## config.mk

```make
export PLATFORM = sky130hd
export DESIGN_NAME = envelope_follower
export DESIGN_NICKNAME = d
export VERILOG_FILES = /design/src/rtl/envelope_pkg.sv /design/src/rtl/envelope_slew_step.sv /design/src/rtl/envelope_follower.sv
export SDC_FILE = /design/constraint.sdc
export NUM_CORES = 1
export LEC_CHECK = 0
export ABC_AREA = 1
export CAP_MARGIN = 30
export CORE_MARGIN = 1
export CORE_UTILIZATION = 35
export CTS_CLUSTER_DIAMETER = 100
export CTS_CLUSTER_SIZE = 10
export DETAILED_ROUTE_END_ITERATION = 16
export PLACE_DENSITY = 0.64
export SKIP_LAST_GASP = 1
export SLEW_MARGIN = 20
export SYNTH_ARGS = -nofsm -noshare
export SYNTH_HDL_FRONTEND = slang
export SYNTH_SLANG_ARGS = --single-unit
export TNS_END_PERCENT = 10
```

## constraint.sdc

```tcl
create_clock -name clk_i -period 12.4 [get_ports clk_i]
set_input_delay 1.86 -clock clk_i [delete_from_list [all_inputs] [get_ports clk_i]]
set_output_delay 1.86 -clock clk_i [all_outputs]
set_load 0.005 [all_outputs]
```

## src/rtl/envelope_pkg.sv

```systemverilog
// Shared types and constants for the envelope follower: gate FSM states and
// the largest representable envelope value for a given sample width.
package envelope_pkg;

    typedef enum logic [1:0] {
        GATE_OFF  = 2'd0,
        GATE_ON   = 2'd1,
        GATE_HOLD = 2'd2
    } gate_state_e;

    // Largest magnitude of a signed sample; -2^(W-1) is clamped to this.
    function automatic logic [63:0] env_max(input int width);
        return (64'd1 << (width - 1)) - 64'd1;
    endfunction

    localparam logic [63:0] ENV_MAX = env_max(24);

endpackage

```

## src/rtl/envelope_slew_step.sv

```systemverilog
// One envelope slew step: move env toward abs by (|abs-env| >> shift),
// never less than 1, never overshooting abs.
module envelope_slew_step #(
    parameter int DATA_WIDTH = 24
) (
    input  logic [DATA_WIDTH-1:0] i_abs,
    input  logic [DATA_WIDTH-1:0] i_env,
    input  logic [4:0]            i_shift,
    output logic [DATA_WIDTH-1:0] o_env_next
);

    localparam logic [DATA_WIDTH-1:0] ONE = {{(DATA_WIDTH-1){1'b0}}, 1'b1};

    logic [DATA_WIDTH-1:0] w_diff;
    logic [DATA_WIDTH-1:0] w_step;

    // Magnitude of the error, shifted step with a floor of one LSB.
    always_comb begin
        w_diff = '0;
        w_step = '0;
        if (i_abs > i_env) begin
            w_diff = i_abs - i_env;
        end else begin
            w_diff = i_env - i_abs;
        end
        w_step = w_diff >> i_shift;
        if (w_step == '0) begin
            w_step = ONE;
        end else begin
            w_step = w_step;
        end
    end

    // Step toward abs; diff <= step floor only when diff is already 1, so no overshoot.
    always_comb begin
        o_env_next = i_env;
        if (w_diff == '0) begin
            o_env_next = i_env;
        end else if (i_abs > i_env) begin
            o_env_next = i_env + w_step;
        end else begin
            o_env_next = i_env - w_step;
        end
    end

endmodule

```

## src/rtl/envelope_follower.sv

```systemverilog
// Rectify -> attack/release slewed envelope -> hysteresis gate with hold.
// Capture, rectify and update registers stall together under backpressure.
module envelope_follower
    import envelope_pkg::*;
#(
    parameter int DATA_WIDTH   = 24,
    parameter int HOLD_SAMPLES = 256
) (
    input  logic                  clk_i,
    input  logic                  rst_i,
    input  logic                  valid_i,
    output logic                  ready_o,
    input  logic [DATA_WIDTH-1:0] signal_i,
    input  logic [4:0]            attack_shift_i,
    input  logic [4:0]            release_shift_i,
    input  logic [DATA_WIDTH-1:0] gate_on_thresh_i,
    input  logic [DATA_WIDTH-1:0] gate_off_thresh_i,
    input  logic                  ready_i,
    output logic                  valid_o,
    output logic [DATA_WIDTH-1:0] envelope_o,
    output logic                  gate_o
);

    localparam int CNT_W = $clog2(HOLD_SAMPLES + 1);
    localparam logic [DATA_WIDTH-1:0] W_ENV_MAX = DATA_WIDTH'(env_max(DATA_WIDTH));
    localparam logic [DATA_WIDTH-1:0] W_MIN_NEG = {1'b1, {(DATA_WIDTH-1){1'b0}}};
    localparam logic [DATA_WIDTH-1:0] W_ONE     = {{(DATA_WIDTH-1){1'b0}}, 1'b1};
    localparam logic [CNT_W-1:0]      W_HOLD    = CNT_W'(HOLD_SAMPLES);

    logic                  r_in_valid;
    logic [DATA_WIDTH-1:0] r_in_sample;
    logic                  r_s1_valid;
    logic [DATA_WIDTH-1:0] r_s1_abs;
    logic [DATA_WIDTH-1:0] r_env;
    gate_state_e           r_state;
    logic [CNT_W-1:0]      r_cnt;

    logic                  w_advance;
    logic [DATA_WIDTH-1:0] w_abs;
    logic [4:0]            w_shift;
    logic [DATA_WIDTH-1:0] w_env_next;
    gate_state_e           w_state_next;
    logic [CNT_W-1:0]      w_cnt_next;
    logic [CNT_W-1:0]      w_cnt_inc;

    assign w_advance  = ~(valid_o & ~ready_i);
    assign ready_o    = ~rst_i & w_advance;
    assign envelope_o = r_env;
    assign w_cnt_inc  = r_cnt + {{(CNT_W-1){1'b0}}, 1'b1};

    // Rectify the captured sample, clamping the most negative code.
    always_comb begin
        w_abs = r_in_sample;
        if (r_in_sample == W_MIN_NEG) begin
            w_abs = W_ENV_MAX;
        end else if (r_in_sample[DATA_WIDTH-1]) begin
            w_abs = ~r_in_sample + W_ONE;
        end else begin
            w_abs = r_in_sample;
        end
    end

    // Rising input uses the attack rate, falling uses release.
    always_comb begin
        w_shift = release_shift_i;
        if (r_s1_abs > r_env) begin
            w_shift = attack_shift_i;
        end else begin
            w_shift = release_shift_i;
        end
    end

    envelope_slew_step #(
        .DATA_WIDTH (DATA_WIDTH)
    ) u_slew (
        .i_abs      (r_s1_abs),
        .i_env      (r_env),
        .i_shift    (w_shift),
        .o_env_next (w_env_next)
    );

    // Gate next-state on the freshly updated envelope; counter counts hold updates.
    always_comb begin
        w_state_next = r_state;
        w_cnt_next   = r_cnt;
        case (r_state)
            GATE_OFF: begin
                if (w_env_next > gate_on_thresh_i) begin
                    w_state_next = GATE_ON;
                end else begin
                    w_state_next = GATE_OFF;
                end
            end
            GATE_ON: begin
                if (w_env_next < gate_off_thresh_i) begin
                    w_state_next = GATE_HOLD;
                    w_cnt_next   = '0;
                end else begin
                    w_state_next = GATE_ON;
                end
            end
            GATE_HOLD: begin
                if (w_env_next > gate_on_thresh_i) begin
                    w_state_next = GATE_ON;
                    w_cnt_next   = '0;
                end else if (w_cnt_inc >= W_HOLD) begin
                    w_state_next = GATE_OFF;
                    w_cnt_next   = '0;
                end else begin
                    w_cnt_next   = w_cnt_inc;
                end
            end
            default: begin
                w_state_next = GATE_OFF;
                w_cnt_next   = '0;
            end
        endcase
    end

    // Gate FSM state and hold counter, advanced once per envelope update.
    always_ff @(posedge clk_i or posedge rst_i) begin
        if (rst_i) begin
            r_state <= GATE_OFF;
            r_cnt   <= '0;
        end else if (w_advance && r_s1_valid) begin
            r_state <= w_state_next;
            r_cnt   <= w_cnt_next;
        end else begin
            r_state <= r_state;
            r_cnt   <= r_cnt;
        end
    end

    // Capture and rectify stages; both freeze while the output is stalled.
    always_ff @(posedge clk_i or posedge rst_i) begin
        if (rst_i) begin
            r_in_valid  <= 1'b0;
            r_in_sample <= '0;
            r_s1_valid  <= 1'b0;
            r_s1_abs    <= '0;
        end else if (w_advance) begin
            r_in_valid  <= valid_i;
            r_in_sample <= valid_i ? signal_i : r_in_sample;
            r_s1_valid  <= r_in_valid;
            r_s1_abs    <= r_in_valid ? w_abs : r_s1_abs;
        end else begin
            r_in_valid  <= r_in_valid;
            r_in_sample <= r_in_sample;
            r_s1_valid  <= r_s1_valid;
            r_s1_abs    <= r_s1_abs;
        end
    end

    // Output/envelope register: envelope_o doubles as the envelope state.
    always_ff @(posedge clk_i or posedge rst_i) begin
        if (rst_i) begin
            valid_o <= 1'b0;
            r_env   <= '0;
            gate_o  <= 1'b0;
        end else if (w_advance) begin
            valid_o <= r_s1_valid;
            r_env   <= r_s1_valid ? w_env_next : r_env;
            gate_o  <= r_s1_valid ? (w_state_next != GATE_OFF) : gate_o;
        end else begin
            valid_o <= valid_o;
            r_env   <= r_env;
            gate_o  <= gate_o;
        end
    end

endmodule

```

* Word-level counts from Yosys, hierarchy flattened *
Cells that the tools add are included.

storage, ports and cells
  bits in registers = 87
  latch bits = 0
  bits in writable memories = 0
  ROM bits = 0
  input port bits = 86
  output and inout port bits = 27
  memories = 0

operators by class
  $add $sub $neg = 6
  multipliers = 0
  div/mod/pow operators = 0
  order comparisons = 4
  equality and inequality tests = 4
  shift-type cells = 1
  multiplexer cells = 16
  bitwise gates (word level) = 7
  reductions and logical operators = 9

operators with widths
  cell                   count
  $mux 24                6
  $sub 24x24->24         3
  $gt 24x24->1           2
  $logic_not 24->1       2
  $mux 9                 3
  $pmux 9 s3             1
  $add 24x1->24 const B  1
  $add 24x24->24         1
  $eq 24x24->1 const B   1
  $lt 24x24->1           1
  $not 24->24            1
  $shr 24x5->24          1
  $add 9x1->9 const B    1
  $ge 9x9->1 const B     1
  $mux 2                 3
  $pmux 2 s3             1
  $reduce_and 2->1       3
  $mux 5                 1
  $not 1->1              4
  $reduce_and 3->1       1
  $and 1x1->1            2
  $eq 2x1->1 const B     1
  $eq 2x2->1 const B     1
  $logic_not 2->1        1
  4 further kinds        4

* Logic depth before layout (Yosys ltp) *
  word-level depth = 12
  gate-level depth with buffers = 66
  mapped depth without buffers = 65

* By module *
Synthesis repeated with hierarchy kept, for this count alone.

unflattened totals
  cell total of the unflattened synthesis = 2321
  area total of the unflattened synthesis = 13754.4 um^2

by module, submodules not included
  module              times used  cells an instance  area each (um^2)
  envelope_slew_step  1           1519               7631.1
  envelope_follower   1           802                6123.4

* Worst setup path before layout *
No wires, ideal clock.

  path type = input to register
  start point = in attack_shift_i[0]
  end point = reg r_state[1]
  data arrival time = 8.202 ns
  path slack = 4.071 ns
  cell stages on the path = 46
  buffers on the path = 1
  cells stage by stage = nand3b_2 -> nand2_4 -> buf_6 -> nand3_1 -> nand3_1 -> nand2_1 -> nand2_1 -> nand3_1 -> nand3_1 -> nand4_1 -> nor2_1 -> nand3_1 -> nand2_1 -> inv_1 -> ha_1 -> o21ai_0 -> inv_1 -> fa_1 -> [... 10 more ...] -> nand2_1 -> nand2_1 -> nand2_1 -> a21oi_1 -> xor2_1 -> a21oi_1 -> ha_1 -> nand2_1 -> nor2_1 -> inv_1 -> nor4_1 -> inv_1 -> o311ai_0 -> nand2_1 -> nand3_1 -> nand2_1 -> nand2_1 -> o21ai_0

on the way
  word-level cells in the longest chain between the ends = 10
  elaborated cells between the ends (all ways) = 13

ends and longest elaborated chain
  element                                           line                                                source
  start: declaration                                envelope_follower.sv:14                             input logic [4:0] attack_shift_i,
  $mux 5 (*)                                        envelope_follower.sv:66                             if (r_s1_abs > r_env) begin
  $shr 24x5->24 (*)                                 envelope_slew_step.sv:26                            w_step = w_diff >> i_shift;
  $logic_not 24->1                                  envelope_slew_step.sv:27                            if (w_step == '0) begin
  $mux 24 (*)                                       envelope_slew_step.sv:27
  $sub 24x24->24 or $add 24x24->24 (tied branches)  envelope_slew_step.sv:42, envelope_slew_step.sv:40
  $mux 24 (*)                                       envelope_slew_step.sv:39                            end else if (i_abs > i_env) begin
  $mux 24 (*)                                       envelope_slew_step.sv:37                            if (w_diff == '0) begin
  via u_slew.o_env_next[22]                         envelope_slew_step.sv:9                             output logic [DATA_WIDTH-1:0] o_env_next
  $gt 24x24->1 or $lt 24x24->1 (tied branches)      envelope_follower.sv:103, envelope_follower.sv:95
  $mux 2 (on tied branches)                         envelope_follower.sv:103, envelope_follower.sv:95
  $pmux 2 s3 (*)                                    envelope_follower.sv:86                             case (r_state)
  end signal: assignment                            envelope_follower.sv:126                            r_state <= w_state_next;
  end signal: assignment                            envelope_follower.sv:129                            r_state <= r_state;
  end: declaration                                  envelope_follower.sv:35                             gate_state_e r_state;

Mark *: on every way through the listed nets, which the timed path passes. The rest lies on a longest branch.
A chain may end at the register's enable or synchronous reset.

* Worst setup path after layout *
  start point = reg r_env[1] (netlist: envelope_o[1])
  end point = reg gate_o

on the way
  word-level cells in the longest chain between the ends = 12
  elaborated cells between the ends (all ways) = 20

ends and longest elaborated chain
  element                                           line                                                                        source
  start: declaration                                envelope_follower.sv:34                                                     logic [DATA_WIDTH-1:0] r_env;
  start signal: assignment                          envelope_follower.sv:162                                                    r_env <= r_s1_valid ? w_env_next : r_env;
  start signal: assignment                          envelope_follower.sv:166                                                    r_env <= r_env;
  $sub 24x24->24 (tied with other cells)            envelope_slew_step.sv:24                                                    w_diff = i_env - i_abs;
  $mux 24 or $mux 5 (tied branches)                 envelope_slew_step.sv:21, envelope_follower.sv:66
  $shr 24x5->24                                     envelope_slew_step.sv:26
  $logic_not 24->1                                  envelope_slew_step.sv:27
  $mux 24                                           envelope_slew_step.sv:27
  $sub 24x24->24 or $add 24x24->24 (tied branches)  envelope_slew_step.sv:42, envelope_slew_step.sv:40
  $mux 24                                           envelope_slew_step.sv:39
  $mux 24 (*)                                       envelope_slew_step.sv:37
  via u_slew.o_env_next[21]                         envelope_slew_step.sv:9
  $gt 24x24->1 or $lt 24x24->1 (tied branches)      envelope_follower.sv:88, envelope_follower.sv:103, envelope_follower.sv:95
  $mux 2 (tied with other cells)                    envelope_follower.sv:103                                                    if (w_env_next > gate_on_thresh_i) begin
  $pmux 2 s3 (*)                                    envelope_follower.sv:86
  $reduce_bool 2->1 (*)                             envelope_follower.sv:163                                                    gate_o <= r_s1_valid ? (w_state_next != GATE_OFF) : gate_o;
  end signal: assignment                            envelope_follower.sv:163
  end signal: assignment                            envelope_follower.sv:167                                                    gate_o <= gate_o;
  end: declaration                                  envelope_follower.sv:21                                                     output logic gate_o

Marked as above.

==> metrics.yaml <==
fillCellCount: 3777
clock_sinks: 87
wl_um: 43200
clock_path_buffers: 2
min_period_ns: 11.33
slew_headroom_pct: 45.8
stdcell_count: 2580
die_w_um: 190
drc_errors: 0
critPathLaunchType: "flop"
crit_type: "reg -> reg"
clock_skew_ns: 0.0144
end_kind: "flop"
grt.overflow.total: 0
via_per_inst: 5.15
clk_latency_ns: 0.36
setup-violations-final: 0
tritoncts: "done"
synth_area_per_cell_um2: 6.06
drt_first_pass_iters: 6
drv_slew: 0
cts_buffers: 9
synth.most_common_cell: "nand2_1"
fmax_mhz: 88.3
fp.dieArea_um2: 36100
fin_util_pct: 40.8
antenna_left: 0
path_clk_slew_ns: 0.08
ys_types: 61
synth_area_um2: 12400
min_path_type: "reg -> reg"
grtUsageTotal_pct: 24.2
drive_above_1_share_pct: 5.41
finalNetCount: 2329
grt_pass1_wl_um: 68500
core_area_um2: 34700
synth_top_area_share_pct: 18.6
ios: 113
yosysWarningCount: 0
place_congestion: 0.998
tns_ns: 0
post-route-worst-setup-slack_ns: 1.07
synth_commonest_cells: "612 x nand2_1, 346 x inv_1, 233 x nand3_1, 120 x ha_1, 119 x nor2_1"
clock-root-buffer: "clkbuf_16"
grt_pass1_vias: 12604
pre_cts_ws_ns: 1.13
cp_data_arrival_time_ns: 11.56
synth_nets: 2252
crit_top_cell: "nand2_1"
synth_area_leader_cell: "nand2_1"
critPathSlowestCell: "fa_1"
io_buffers: 112
place_inst: 2562
worstMarginPinSlew_ns: 0.810
cts_max_level: 3
ys.flop_type: "dfrtp_1"
slowest_delay_ns: 0.57
ys_ff_latch: 87
hpwl_um: 35700
synth.top_cells.by_area: "nand2_1 19%, dfrtp_1 18%, ha_1 12%, inv_1 10%, nand3_1 9.4%"
rows: 68
crit_required_ns: 12.63
maxCapViolations: 0
area_growth_pct: 14.4
drtIter0Drc: 1091
antenna_found_initial: 0
antennaDiodeCount: 0
via_count: 13275
synth_edf_count: 0
avgRoutedWirePerCell_um: 16.8
initial_utilization_pct: 35.7
worstPathMaxFanout: 46
synth_seq_area_share_pct: 17.6
grt_max_degree: 49
hold_violations: 0
synth_async_sr_flop_share_pct: 100
min_period_over_period_pct: 91.4
outcome: "complete, no violations"
syn_inst: 2043
rsz0062_at_grt: "false"
die_h_um: 190
layout by cell type (no fill, tap or decap), types with 17 or more instances in the layout:
master	Yosys	layout
xor2_1	43	43
nand4_1	50	50
nand3_1	233	233
nand2_1	612	612
dfrtp_1	87	87
a21oi_1	96	96
inv_1	346	345
o21ai_0	86	86
nor2_1	119	119
clkdlybuf4s50_1	0	112
xnor2_1	18	18
nand2_2	17	17
ha_1	120	120
per-stage QoR:
step | area [µm²] | hold WS [ns]
after floorplan | 12400 | 0.431
after global placement | 13800 | 0.456
after detailed placement | 13800 | 0.465
after CTS | 14100 | 0.477
after global routing | 14200 | 0.521
final | 14200 | 0.477
area by class of cell:
class	count	area, µm²	share of cell area, %
inverters	357	1350	9.50
clock buffers	10	239	1.69
clock inverters	6	91.3	0.645
repair buffers	121	1210	8.56
flip-flops and latches	87	2180	15.4
multi-input cells	1544	8530	60.2
well taps	455	569	4.02
logic make-up (layout without fill, tap and decap cells):
logic type / count (synthesis) / count (layout) / synth area share [%]
AO/OA/AOI/OAI: 245 / 245 / 11.1
XOR/XNOR: 61 / 61 / 4.31
adder cells (fa/ha/maj): 123 / 123 / 12.6
buffers and inverters: 412 / 494 / 13.5
flip-flops: 87 / 87 / 17.6
multiplexers: 14 / 14 / 1.27
AND/OR/NAND/NOR: 1101 / 1101 / 39.6
repair_timing:
| item | 4_1_cts | 5_1_grt |
|---|---|---|
| setup endpoints to repair | 0 | 3 |
| buffers inserted | 0 | 0 |
| gates resized for setup | 0 | 2 |
| hold buffers | 0 | 0 |
worst paths after layout:
check / slack [ns] / endpoint / from / depth (start not counted)
worst max register to register: 1.07 / gate_o / envelope_o[1] / 59
worst min-delay path: 0.48 / valid_o / r_s1_valid / 2
worst max-delay path: 1.07 / gate_o / envelope_o[1] / 59
max in group asynchronous: 9.38 / envelope_o[3] / rst_i / 3
worst min register to register: 0.48 / valid_o / r_s1_valid / 2
min in group asynchronous: 1.96 / r_s1_abs[18] / rst_i / 2
flip-flops by register name, summed over array words and instances, names as in the netlist:
signal / cells
envelope_o: 24
gate_o: 1
r_cnt: 9
r_in_sample: 24
r_in_valid: 1
r_s1_abs: 24
r_s1_valid: 1
r_state: 2
valid_o: 1
layer usage:
layer  vias up  wire length [µm]  GRT usage [%]  part of all wire (%)
li1       6715                 -              -                     -
met1      6100             20100           32.6                    47
met2       400             19600           40.2                    45
met3        60              2120           2.12                   4.9
met4         0              1380           8.47                   3.2
met5         -                 0              0                     0
critical path, delay by kind of cell (launching register included):
kind | cells | cell delay [ns]
compound gates | 10 | 2.54
xor+xnor | 2 | 0.31
fa+ha+maj | 4 | 1.44
buf+inv | 12 | 1.73
flops | 1 | 0.51
simple gates | 31 | 4.62
Power is left out: the tool's default activity adds up to more than one toggle a clock period on the data nets, which glitch-free logic cannot reach.
